`config.mk`:
```
export PLATFORM = sky130hd
export DESIGN_NAME = hcsr04_echo_ranger
export DESIGN_NICKNAME = d
export VERILOG_FILES = /design/src/rtl/hcsr04_echo_ranger.sv
export SDC_FILE = /design/constraint.sdc
export NUM_CORES = 1
export LEC_CHECK = 0
export BUFFER_PORTS_ARGS = -buffer_cell sky130_fd_sc_hd__buf_2
export CAP_MARGIN = 10
export CORE_ASPECT_RATIO = 0.6
export CORE_MARGIN = 1.5
export CORE_UTILIZATION = 24
export DETAILED_ROUTE_END_ITERATION = 6
export GPL_TIMING_DRIVEN = 0
export PLACE_DENSITY_LB_ADDON = 0.15
export RECOVER_POWER = 50
export SKIP_LAST_GASP = 1
export SYNTH_ARGS = -nofsm -noshare
export SYNTH_HDL_FRONTEND = slang
export SYNTH_SLANG_ARGS = --single-unit
```
`constraint.sdc`:
```
create_clock -name cclk -period 3.7 [get_ports cclk]
set_clock_uncertainty 0.2 [all_clocks]
set_input_delay 0.37 -clock cclk [delete_from_list [all_inputs] [get_ports cclk]]
set_output_delay 0.37 -clock cclk [all_outputs]
set_load 0.01 [all_outputs]
```
`src/rtl/hcsr04_echo_ranger.sv`:
```
// HC-SR04 initiator: issues a trigger pulse, times the echo in microsecond ticks,
// and enforces the sensor re-trigger interval before accepting another request.
module hcsr04_echo_ranger #(
    parameter int TICK_DIV   = 50,
    parameter int TRIG_US    = 10,
    parameter int TIMEOUT_US = 38000,
    parameter int HOLDOFF_US = 60000,
    parameter int CNT_W      = 16
) (
    input  logic             cclk,
    input  logic             clr_n,
    input  logic             start,
    input  logic             echo,
    output logic             trig,
    output logic             busy,
    output logic [CNT_W-1:0] dist_us,
    output logic             valid,
    output logic             timeout
);

    localparam int PRE_W = (TICK_DIV > 1) ? $clog2(TICK_DIV) : 1;
    localparam logic [PRE_W-1:0] PRESC_LAST   = PRE_W'(TICK_DIV - 1);
    localparam logic [CNT_W-1:0] TRIG_LAST    = CNT_W'(TRIG_US - 1);
    localparam logic [CNT_W-1:0] TIMEOUT_LAST = CNT_W'(TIMEOUT_US - 1);
    localparam logic [CNT_W-1:0] HOLD_LAST    = CNT_W'(HOLDOFF_US - 1);
    localparam logic [CNT_W-1:0] HOLD_END     = CNT_W'(HOLDOFF_US);

    typedef enum logic [2:0] {
        IDLE,
        TRIG,
        WAIT_RISE,
        MEASURE,
        HOLDOFF
    } state_t;

    state_t state_reg, state_next;

    logic             echo_meta_reg, echo_sync_reg, echo_prev_reg;
    logic [PRE_W-1:0] presc_reg, hold_presc_reg;
    logic [CNT_W-1:0] us_cnt_reg, hold_cnt_reg, dist_reg;
    logic             valid_reg, timeout_reg;

    logic             echo_rise, echo_fall;
    logic             tick, hold_tick;
    logic [CNT_W-1:0] us_inc, hold_inc;
    logic             us_timeout, hold_done;
    logic             meas_done, meas_abort;

    assign echo_rise  = echo_sync_reg & ~echo_prev_reg;
    assign echo_fall  = ~echo_sync_reg & echo_prev_reg;
    assign tick       = (presc_reg == PRESC_LAST);
    assign hold_tick  = (hold_presc_reg == PRESC_LAST);
    assign us_inc     = (us_cnt_reg == '1) ? us_cnt_reg : us_cnt_reg + CNT_W'(1);
    assign hold_inc   = (hold_cnt_reg == '1) ? hold_cnt_reg : hold_cnt_reg + CNT_W'(1);
    assign us_timeout = tick && (us_cnt_reg == TIMEOUT_LAST);
    assign hold_done  = (hold_tick && (hold_cnt_reg == HOLD_LAST)) || (hold_cnt_reg >= HOLD_END);

    always_ff @(posedge cclk or negedge clr_n) begin
        if (!clr_n) begin
            state_reg <= IDLE;
        end else begin
            state_reg <= state_next;
        end
    end

    always_comb begin
        state_next = state_reg;
        case (state_reg)
            IDLE:      if (start) state_next = TRIG;
            TRIG:      if (tick && (us_cnt_reg == TRIG_LAST)) state_next = WAIT_RISE;
            WAIT_RISE: if (echo_rise || us_timeout) state_next = echo_rise ? MEASURE : HOLDOFF;
            MEASURE:   if (echo_fall || us_timeout) state_next = HOLDOFF;
            HOLDOFF:   if (hold_done) state_next = IDLE;
            default:   state_next = IDLE;
        endcase
    end

    // A fall landing on the timeout cycle still counts as a good measurement.
    always_comb begin
        trig       = (state_reg == TRIG);
        busy       = (state_reg != IDLE);
        meas_done  = (state_reg == MEASURE) && echo_fall;
        meas_abort = ((state_reg == WAIT_RISE) && !echo_rise && us_timeout) ||
                     ((state_reg == MEASURE) && !echo_fall && us_timeout);
    end

    always_ff @(posedge cclk or negedge clr_n) begin
        if (!clr_n) begin
            echo_meta_reg  <= 1'b0;
            echo_sync_reg  <= 1'b0;
            echo_prev_reg  <= 1'b0;
            presc_reg      <= '0;
            us_cnt_reg     <= '0;
            hold_presc_reg <= '0;
            hold_cnt_reg   <= '0;
            dist_reg       <= '0;
            valid_reg      <= 1'b0;
            timeout_reg    <= 1'b0;
        end else begin
            echo_meta_reg <= echo;
            echo_sync_reg <= echo_meta_reg;
            echo_prev_reg <= echo_sync_reg;

            if (state_next != state_reg) begin
                presc_reg  <= '0;
                us_cnt_reg <= '0;
            end else begin
                presc_reg <= tick ? '0 : presc_reg + PRE_W'(1);
                if (tick) us_cnt_reg <= us_inc;
            end

            // Holdoff timing spans the whole transaction, starting at trigger entry.
            if (state_reg == IDLE) begin
                hold_presc_reg <= '0;
                hold_cnt_reg   <= '0;
            end else begin
                hold_presc_reg <= hold_tick ? '0 : hold_presc_reg + PRE_W'(1);
                if (hold_tick) hold_cnt_reg <= hold_inc;
            end

            valid_reg   <= meas_done;
            timeout_reg <= meas_abort;
            if (meas_done) dist_reg <= tick ? us_inc : us_cnt_reg;
        end
    end

    assign dist_us = dist_reg;
    assign valid   = valid_reg;
    assign timeout = timeout_reg;

endmodule
```
After elaboration in Yosys (flattened, before gate mapping)
Index checks and enable logic that the tools add are counted.
- register bits: 68
- input bits: 4
- output and inout bits: 20
- logic and storage cells: 68
- $add $sub $neg: 4
- order comparisons: 1
- eq/ne operators: 13
- multiplexer cells: 17
- bitwise logic cells: 4
- reduce and logical (&&, ||, !) cells: 18
- operators with widths (operator ; count):
    $mux W16 ; 6
    $eq A16 B16 Y1 const B ; 4
    $add A16 B1 Y16 const B ; 2
    $mux W6 ; 4
    $mux W3 ; 6
    $eq A16 B4 Y1 const B ; 1
    $ge A16 B16 Y1 const B ; 1
    $pmux W3 S5 ; 1
    $add A6 B1 Y6 const B ; 2
    $eq A6 B6 Y1 const B ; 2
    $logic_and A1 B1 Y1 ; 8
    $eq A3 B2 Y1 const B ; 2
    $logic_or A1 B1 Y1 ; 4
    $eq A3 B1 Y1 const B ; 1
    $eq A3 B3 Y1 const B ; 1
    $logic_not A3 Y1 ; 1
    $ne A3 B3 Y1 ; 1
    $reduce_bool A3 Y1 ; 1
    $and A1 B1 Y1 ; 2
    $logic_not A1 Y1 ; 2
    $ne A2 B1 Y1 const B ; 1
    $not A1 Y1 ; 2
    $reduce_and A2 Y1 ; 1
    $reduce_bool A2 Y1 ; 1

Depth between registers and ports, before layout
- depth in word-level cells: 7
- gate-level depth with buffers: 9
- gate-level depth less buffers: 8

Worst setup path before layout
OpenSTA, ideal clock, no wires.
- path kind: reg2reg
- start: register us_cnt_reg[9]
- end: register presc_reg[4]
- setup time: 0.145 ns
- arrival: 2.271 ns
- required time: 3.355 ns
- slack: 1.084 ns
- cell stages (with the launch flop): 8
- buffers on the path: 1
- period minus slack after synthesis: 2.616 ns
- cell sequence: dfrtp_1 > or4_1 > or4_4 > o31ai_4 > a31oi_1 > a31oi_4 > buf_6 > nor4_1
- word-level cells in the longest chain between the ends: 7
- elaborated cells between the ends (all ways): 12
- classes of those cells: eq/ne (3); mux (5); reduce/logical (4)
- ends and longest elaborated chain (item ; RTL line ; RTL):
    start: declaration ; 40 ; logic [CNT_W-1:0] us_cnt_reg, hold_cnt_reg, dist_reg;
    start signal: assignment ; 109 ; if (tick) us_cnt_reg <= us_inc;
    $eq A16 B16 Y1 ; 55 ; assign us_timeout = tick && (us_cnt_reg == TIMEOUT_LAST);
    $logic_and A1 B1 Y1 ; 55 ;
    $logic_or A1 B1 Y1 (on tied branches) ; 72, 71 ;
    $mux W3 (on tied branches) ; 72, 71 ;
    $pmux W3 S5 (*) ; 68 ; case (state_reg)
    $ne A3 B3 Y1 (*) ; 104 ; if (state_next != state_reg) begin
    $mux W6 (*) ; 104 ;
    end signal: assignment ; 108 ; presc_reg <= tick ? '0 : presc_reg + PRE_W'(1);
    end: declaration ; 39 ; logic [PRE_W-1:0] presc_reg, hold_presc_reg;
Mark *: on every way between the ends. The rest lies on a longest branch, timed or not.
A chain may end at the register's enable or synchronous reset.

Final worst setup path
- start: register us_cnt_reg[9]
- end: register presc_reg[1]
Same word-level chain as after synthesis.

==> flow_metrics.tcl <==
set metrics [dict create \
    grt_usage_pct 12.0 \
    initial_core_util_pct 24.7 \
    irDropWorstVdd_v 0.000171 \
    maxSlewViolCount 30 \
    vias 2576 \
    drc 0 \
    seq_area_frac_synth_pct 50.2 \
    htreeDepth 3 \
    clock-sinks 68 \
    synthToLayoutAreaGrowth_pct 19.9 \
    synth_cell_types 47 \
    worstMarginPinSlew_ps 1750 \
    avgSynthCellArea_um2 9.73 \
    fin_cells 582 \
    synth_top_area_share_pct 50.2 \
    vias_per_cell 4.43 \
    clock_latency_ps 320 \
    crit_type "register to register" \
    yosysTopAreaCell "dfrtp_1" \
    drt-total-wl_um 8080 \
    final_common_cell "dfrtp_1" \
    grt_pass1_wl_um 13500 \
    diodes 0 \
    status "complete, but fails checks" \
    drtIter0Drc 171 \
    p_comb_share_pct 9.7 \
    min_path_type "register to register" \
    cp.required_ps 3670 \
    fin_crit_ps 2880 \
    overflow 0 \
    place.gp.congestion 0.786 \
    tritoncts "built" \
    cp-start-kind "register" \
    relSlewSlack_pct -16.9 \
    dr.pass1.iters 4 \
    power_frac_clock_pct 44.4 \
    wire_per_inst_um 13.9 \
    rsz0062_at_grt "false" \
    grt_max_degree 40 \
    fin_util_pct 29.6 \
    die_y_um 95.0 \
    syn-num-nets 360 \
    synth-async-reset-ratio_pct 100 \
    hold_viol 0 \
    critical_path_arrival_ps 2850 \
    p_leak_nw 1.75 \
    switching_share_pct 24.4 \
    endpoint_kind "register" \
    period_share_pct 77.8 \
    io_buffer_count 23 \
    seq_power_share_pct 45.9 \
    place.detailed.hpwl_um 5970 \
    ios 24 \
    fin_tns_setup_ps 0 \
    cp_max_fo 10 \
    antenna_found_initial 0 \
    cts_root_buf "clkbuf_16" \
    violations "max-capacitance violations, max-slew violations" \
    finalSetupViolCount 0 \
    p_per_area_nw_per_um2 462 \
    core_area_um2 13700 \
    postRouteAntennaNets 0 \
    numCtsBuffers 9 \
    nNetsFinal 398 \
    grt_pass1_vias 2437 \
    path_clk_slew_ps 50 \
    switchingPower_mw 0.458 \
    die_x_um 156 \
    syn-cell-area_um2 3390 \
    synthCells 348 \
    regArea_um2 1700 \
    dpl.cell_count 564 \
    setup_slack_ps 821 \
    multi_input_area_um2 1570 \
    synth_top_flop_cell "dfrtp_1" \
    nFillCells 1466 \
    dpl_worst_slack_ps 818 \
    synth-edff-count 0 \
    clock_path_buffers 2 \
    cts_setup_buffers 0 \
    num_rows 33 \
    max_freq_mhz 347 \
    internal-power_mw 1.42 \
    die_area_um2 14900 \
    ys_ff_latch 68 \
    ys_warn_count 0 \
    cap_violations 1 \
    layout_common_cells "dfrtp_1 (68), nor2_1 (41), nand2_1 (35), nand3_1 (21), nor3_1 (21)" \
    drive_above_1_share_pct 11.3 \
    yosys-top-cells-area "dfrtp_1 (50%), xnor2_1 (4.9%), nor2_1 (4.5%)" \
]
[kinds of logic after synthesis]
family                   share of synthesized area, %
AO/OA/AOI/OAI                                    8.94
AND/OR/NAND/NOR                                  24.2
adder cells (fa/ha/maj)                          2.96
multiplexers                                     1.55
buffers and inverters                            3.32
flip-flops                                       50.2
XOR/XNOR                                         8.79
[power groups by stage]
stage	Combinational, mW	Clock [mW]	Sequential [mW]
detailed placement	0.184	0	0.873
CTS	0.186	0.868	0.861
floorplan	0.131	0	0.859
global placement	0.175	0	0.873
finish	0.182	0.832	0.862
global route	0.216	0.905	0.872
[path summary, 6_finish.rpt]
check,slack [ps],start,end,cells past startpoint
worst max-delay path,820,us_cnt_reg[9],presc_reg[1],7
worst min-delay path,150,echo_meta_reg,echo_sync_reg,0
worst max register to register,820,us_cnt_reg[9],presc_reg[1],7
worst min register to register,150,echo_meta_reg,echo_sync_reg,0
max in group asynchronous,1430,clr_n,state_reg[0],2
min in group asynchronous,840,clr_n,hold_presc_reg[0],2
[metal layers]
layer	vias to the layer above	global-route usage (%)	routed length (um)
met4	0	4.05	106
met1	1231	19.5	4870
met5	-	0	0
met2	49	14.3	2760
li1	1287	-	-
met3	9	3.18	355
[cell usage after synthesis (all sizes together) (5+ instances only)]
library cell	n
a21oi	6
and3	7
buf	5
clkbuf	8
dfrtp	68
ha	8
inv	12
nand2	35
nand3	21
nand4	7
nor2	41
nor3	22
nor4	9
o21ai	20
or3	6
xnor2	19
xor2	15
[worst max-delay path, stage by stage, from the launching register on]
cell and delay, ps:
dfrtp_1 420, or4_1 570, or4_4 560, o31ai_4 300, a31oi_1 160, a31oi_4 260
buf_6 190, nor4_1 60
[stage by stage]
stage	area, um^2	hold slack [ps]	total power [mW]
floorplan	3390	-126	0.990
global route	4060	170	1.99
detailed placement	3760	135	1.06
global placement	3740	142	1.05
finish	4060	146	1.88
CTS	4070	148	1.91
[repair_timing]
item,in CTS,in global routing
gates resized for setup,0,0
setup endpoints to repair,0,0
endpoints found under the hold margin,30,0
hold buffers,2,0
[area by class of cell]
| cell class | instances | area share [%] |
|---|---|---|
| multi-input cells | 255 | 38.7 |
| clock inverters | 2 | 0.862 |
| repair buffers | 27 | 3.70 |
| flip-flops and latches | 68 | 41.9 |
| well taps | 192 | 5.91 |
| clock buffers | 13 | 6.16 |
| plain buffers | 13 | 1.66 |
| inverters | 12 | 1.11 |
Note: power is estimated with default switching activity, not from simulation.
